[src/rtl/cm0_wic_ctl.sv]
// -----------------------------------------------------------------------------
// cm0_wic_ctl -- Wake-up Interrupt Controller control block.
//
// The NVIC hands a sensitivity mask to this block before the core is
// power-gated. While armed, masked wake lines are latched into sticky pending
// bits, and the first masked event raises a wake request to the power
// controller.
//
// Parameters
//   WICLINES  number of wake lines (3..64): bit0 NMI, bit1 RXEV, bits 2+ IRQs
//   SYNC_IN   1: wic_int_i passes through one register stage before use
//             0: wic_int_i is sampled directly
//
// Ports
//   hclk            sole clock, rising edge
//   hreset_n        synchronous active-low reset
//   wic_ds_req_n_i  WIC mode request from power controller (active-low)
//   wic_ds_ack_n_o  WIC mode acknowledge (active-low)
//   wic_load_i      pulse: upload sensitivity mask from wic_mask_i
//   wic_clear_i     pulse: clear mask and pending state
//   wic_mask_i      sensitivity mask, sampled only on a load
//   wic_int_i       raw wake lines, level-high
//   wic_pend_o      latched pending wake sources
//   wic_en_o        high while armed (ARMED or WAKE)
//   wakeup_o        wake request to the power controller (WAKE only)
//   dbg_state_o     current FSM state, for observation only
//
// Handshake: wic_ds_req_n_i low asks for WIC mode; wic_ds_ack_n_o follows it
// one edge later (low in ENABLED/ARMED/WAKE, high in DISABLED). Releasing the
// request wins over every other event in the same cycle.
// -----------------------------------------------------------------------------
module cm0_wic_ctl #(
    parameter int WICLINES = 34,
    parameter bit SYNC_IN  = 1'b0
) (
    input  logic                hclk,
    input  logic                hreset_n,
    input  logic                wic_ds_req_n_i,
    output logic                wic_ds_ack_n_o,
    input  logic                wic_load_i,
    input  logic                wic_clear_i,
    input  logic [WICLINES-1:0] wic_mask_i,
    input  logic [WICLINES-1:0] wic_int_i,
    output logic [WICLINES-1:0] wic_pend_o,
    output logic                wic_en_o,
    output logic                wakeup_o,
    output logic [1:0]          dbg_state_o
);

    typedef enum logic [1:0] {
        ST_DISABLED = 2'd0,
        ST_ENABLED  = 2'd1,
        ST_ARMED    = 2'd2,
        ST_WAKE     = 2'd3
    } state_t;

    state_t              state, state_nxt;
    logic [WICLINES-1:0] mask, mask_nxt;
    logic [WICLINES-1:0] pend, pend_nxt;
    logic [WICLINES-1:0] int_s;
    logic [WICLINES-1:0] hit;

    // Optional input staging: adds one cycle of wake latency.
    generate
        if (SYNC_IN) begin : g_sync
            logic [WICLINES-1:0] int_q;
            always_ff @(posedge hclk) begin
                if (!hreset_n) begin
                    int_q <= '0;
                end else begin
                    int_q <= wic_int_i;
                end
            end
            assign int_s = int_q;
        end else begin : g_direct
            assign int_s = wic_int_i;
        end
    endgenerate

    assign hit = int_s & mask;

    // Next-state logic. Within a cycle: request release > clear > load > capture.
    always_comb begin
        state_nxt = state;
        mask_nxt  = mask;
        pend_nxt  = pend;
        unique case (state)
            ST_DISABLED: begin
                if (!wic_ds_req_n_i) begin
                    state_nxt = ST_ENABLED;
                end
            end
            ST_ENABLED: begin
                if (wic_ds_req_n_i) begin
                    state_nxt = ST_DISABLED;
                end else if (wic_clear_i) begin
                    // Clear is a no-op here, but it still blocks a
                    // simultaneous load.
                    state_nxt = ST_ENABLED;
                end else if (wic_load_i) begin
                    state_nxt = ST_ARMED;
                    mask_nxt  = wic_mask_i;
                    pend_nxt  = '0;
                end
            end
            ST_ARMED, ST_WAKE: begin
                if (wic_ds_req_n_i) begin
                    state_nxt = ST_DISABLED;
                    mask_nxt  = '0;
                    pend_nxt  = '0;
                end else if (wic_clear_i) begin
                    state_nxt = ST_ENABLED;
                    mask_nxt  = '0;
                    pend_nxt  = '0;
                end else begin
                    // Loads are ignored once armed; only capture proceeds.
                    pend_nxt = pend | hit;
                    if (|hit) begin
                        state_nxt = ST_WAKE;
                    end
                end
            end
            default: begin
                state_nxt = ST_DISABLED;
                mask_nxt  = '0;
                pend_nxt  = '0;
            end
        endcase
    end

    // State, mask, pend and the registered status outputs. The outputs are
    // decoded from the next state so they line up with the state register.
    always_ff @(posedge hclk) begin
        if (!hreset_n) begin
            state          <= ST_DISABLED;
            mask           <= '0;
            pend           <= '0;
            wic_ds_ack_n_o <= 1'b1;
            wic_en_o       <= 1'b0;
            wakeup_o       <= 1'b0;
        end else begin
            state          <= state_nxt;
            mask           <= mask_nxt;
            pend           <= pend_nxt;
            wic_ds_ack_n_o <= (state_nxt == ST_DISABLED);
            wic_en_o       <= (state_nxt == ST_ARMED) || (state_nxt == ST_WAKE);
            wakeup_o       <= (state_nxt == ST_WAKE);
        end
    end

    assign wic_pend_o  = pend;
    assign dbg_state_o = state;

endmodule

[config.mk]
export PLATFORM = sky130hd
export DESIGN_NAME = cm0_wic_ctl
export DESIGN_NICKNAME = d
export VERILOG_FILES = /design/src/rtl/cm0_wic_ctl.sv
export SDC_FILE = /design/constraint.sdc
export NUM_CORES = 1
export LEC_CHECK = 0
export CAP_MARGIN = 20
export CORE_UTILIZATION = 37
export CTS_CLUSTER_SIZE = 8
export DETAILED_ROUTE_END_ITERATION = 12
export PLACE_DENSITY = 0.74
export SLEW_MARGIN = 20
export SYNTH_ARGS = -nofsm -noshare
export SYNTH_HDL_FRONTEND = slang
export SYNTH_SLANG_ARGS = --single-unit
[constraint.sdc]
create_clock -name hclk -period 1.6 [get_ports hclk]
set_clock_uncertainty 0.15 [all_clocks]
set_input_delay 0.32 -clock hclk [delete_from_list [all_inputs] [get_ports hclk]]
set_output_delay 0.32 -clock hclk [all_outputs]
set_load 0.02 [all_outputs]
==> metrics.md <==
| Metric | Value |
|---|---|
| Die W | 84.3 µm |
| Post-synthesis to final-layout area growth | 68.6% |
| Routed Antenna Nets | 0 |
| Post-Synth XOR/XNOR Area | 0% |
| Worst EP required | 1.69 ns |
| Vias/cell | 5.26 |
| Synth warn | 0 |
| Crit path kind | reg2reg |
| Final nets | 446 |
| Largest net degree at the start of global routing | 27 |
| Top cell type's share of synthesized area | 57.5% |
| Async S/R FF share, synth | 0% |
| Fin. Hold Viols | 0 |
| R2R Setup Slk | -0.11 ns |
| Crit path max fanout | 2 |
| Post-route insts no fill | 454 |
| Most common cell in the netlist | dfxtp_1 |
| PortBufs | 111 |
| Final setup TNS | -0.176 ns |
| Netlist Area Pre-Place | 2510 µm² |
| Hold crit path type | in2reg |
| Total track usage | 21.5% |
| DR WL/cell | 16.1 µm |
| Number of synthesized flops with an enable pin | 0 |
| Routed wire length | 7300 µm |
| Slew HR | 77.8% |
| Clk buf depth | 2 |
| Commonest cells post-synth | dfxtp_1, a22o_1, nor2_1 |
| Synth unique cells | 28 |
| Final setup viols | 2 |
| Slew Viols, Final | 0 |
| Post-Syn Nets | 298 |
| First-pass GRT wire length | 11,800 µm |
| DRT Pass-1 Iters | 8 |
| Sequential-to-total area share from yosys stat | 57.5% |
| Sink Count | 72 |
| Crit path from | mask[29] |
| Avg Cell Area, Syn | 11.1 µm² |
| Via count | 2,388 |
| Critical path startpoint category | flop |
| Min Tclk post-route | 1.71 ns |
| Unrepaired setup endpoints after global routing | yes |
| Die area | 7110 µm² |
| TritonCTS buffer count | 9 |
| Total I/O pin count | 112 |
| Kind of end point of the critical path | flop |
| Cell chain of the critical path | a22o_1, a221oi_2, nand4_1, or3_4, o21a_1 |
| Post-route worst setup slack | -0.106 ns |
| Slew @ Worst Pin | 0.332 ns |
| Worst-Skew Late Latency | 0.34 ns |
| Placed cells | 435 |
| Fmax | 586 MHz |
| Top area cells in the synthesized netlist | dfxtp_1, a22o_1, a31oi_1 |
| CP Buf/Inv Count | 0 |
| Leak | 1.92 nW |
| Complex-gate fraction of the synthesized area | 29.2% |
| Reg2reg start | mask[29] |
| Post-synthesis adder-cell area fraction | 0% |
| Post-Syn Instances | 225 |
| Final period util | 107% |
| CP top delay family | compound AO/OA/AOI/OAI gates |
| GP Congestion | 0.757 |
| Antenna Diode Count | 0 |
| Clock-pin slew on the worst setup and hold paths | 0.07 ns |
| CORE AREA | 6460 µm² |
| Synth Register Bits | 72 |
| VDD IR max | 0.467 mV |
| Violated checks | design-rule violations, negative setup slack |
| Outcome | finished with violations |
| Grt total ovfl | 0 |
| PwrDens | 893 nW/µm² |
| Hold path start | wic_int_i[27] |
| Setup WS pre-CTS | -0.623 ns |
| Row count | 29 |
| Most common flop cell mapped by yosys | dfxtp_1 |
| Die Height | 84.3 µm |
| H-tree Lvls | 3 |
| Worst stage delay on the critical path | 0.38 ns |
| Biggest area consumer among synthesized cells | dfxtp_1 |
| Clock Root Buffer | clkbuf_8 |
| Initial core utilization | 38.8% |
| Simple-Gate Fraction of Synth Area | 9.33% |
| Number of global-route vias before repair | 2,520 |
| Slowest cell on crit path | or3_4 |
| Antenna violations before repair | 0 |
| Mux share of post-synthesis cell area | 0% |
| Detailed placer's ending HPWL | 5180 µm |
| Combinational family with the most area after synthesis | compound AO/OA/AOI/OAI gates |
| Layout cells sized above 1 | 19.4% |
| DR iter-0 viols | 110 |
| Max cap viols | 0 |
| CTS tree | done |
| DRC violations left | 7 |
| CP arrival | 1.79 ns |
[tightest hold or removal path, delay by kind of cell]
family | cells | cell delay [ns]
compound gates | 1 | 0.09
simple gates | 1 | 0.07
buf+inv | 1 | 0.10
[layout by cell type, fill, tap and decap left out, types with 2 or more instances in the layout]
master | Yosys | routed
bufinv_16 | 0 | 2
nand4_1 | 2 | 2
dlymetal6s2s_1 | 0 | 5
buf_6 | 3 | 2
dlygate4sd2_1 | 0 | 48
nor2_1 | 36 | 36
dfxtp_1 | 72 | 68
clkbuf_8 | 0 | 11
buf_12 | 0 | 4
clkdlybuf4s50_1 | 0 | 58
a221oi_2 | 3 | 4
a22oi_1 | 4 | 4
buf_4 | 1 | 35
a31oi_1 | 34 | 34
a22o_1 | 41 | 41
dfxtp_2 | 0 | 3
[registers in the layout, indices dropped and copies added (netlist names)]
register and flops:
wic_pend_o 34, wakeup_o 1, mask 34, dbg_state_o 2
wic_ds_ack_n_o 1
[power by group]
group | switching (mW) | leakage [nW] | internal, mW
clock | 0.658 | 0.112 | 0.953
combinational | 0.126 | 1.22 | 0.222
sequential | 0.0110 | 0.583 | 1.80
[kinds of logic after synthesis]
kind of cell           count (synthesis)
and+or+nand+nor                       46
buffers and inverters                 16
AOI/OAI and AO/OA                     91
DFF                                   72
[through the flow]
step           hold slack, ns  total power, mW  cell area, µm²  utilization [%]
3_5_place_dp            0.307             2.21            3970             61.4
2_1_floorplan           0.278             1.94            2510                -
6_report                0.121             3.77            4230             65.4
3_3_place_gp            0.296             2.20            3970             61.4
5_1_grt                 0.115             3.90            4230             65.4
4_1_cts                 0.220             3.79            4190             64.8
[metal layers]
metal | wire length, µm | part of all wire (%) | up-vias | GRT usage, %
met5 | 0 | 0 | - | 0
met4 | 67 | 0.92 | 0 | 7.05
met3 | 620 | 8.5 | 7 | 7.96
met2 | 3410 | 47 | 87 | 36.9
met1 | 3200 | 44 | 1133 | 24.8
li1 | - | - | 1161 | -
[final cells by class]
cell class / count / area [µm²]
Fill cell: 553 / 2230
Timing Repair Buffer: 153 / 1460
Sequential cell: 72 / 1450
Multi-Input combinational cell: 137 / 1000
Clock buffer: 12 / 155
Tap cell: 77 / 96.3
Clock inverter: 3 / 65.1
[repair_timing]
| action | in CTS | in global routing |
|---|---|---|
| hold buffers | 0 | 0 |
| setup buffers | 1 | 2 |
| setup endpoints to repair | 81 | 12 |
| gates resized for setup | 51 | 11 |
| gates cloned | 1 | 0 |
| pin swaps | 14 | 14 |
[final timing paths]
| kind | cells past startpoint | to |
|---|---|---|
| worst max-delay path | 5 | dbg_state_o[0] |
| worst min-delay path | 3 | wic_pend_o[27] |
| worst max register to register | 5 | dbg_state_o[0] |
| worst min register to register | 2 | wic_pend_o[29] |
No activity file was read; power rests on OpenSTA's default activity.
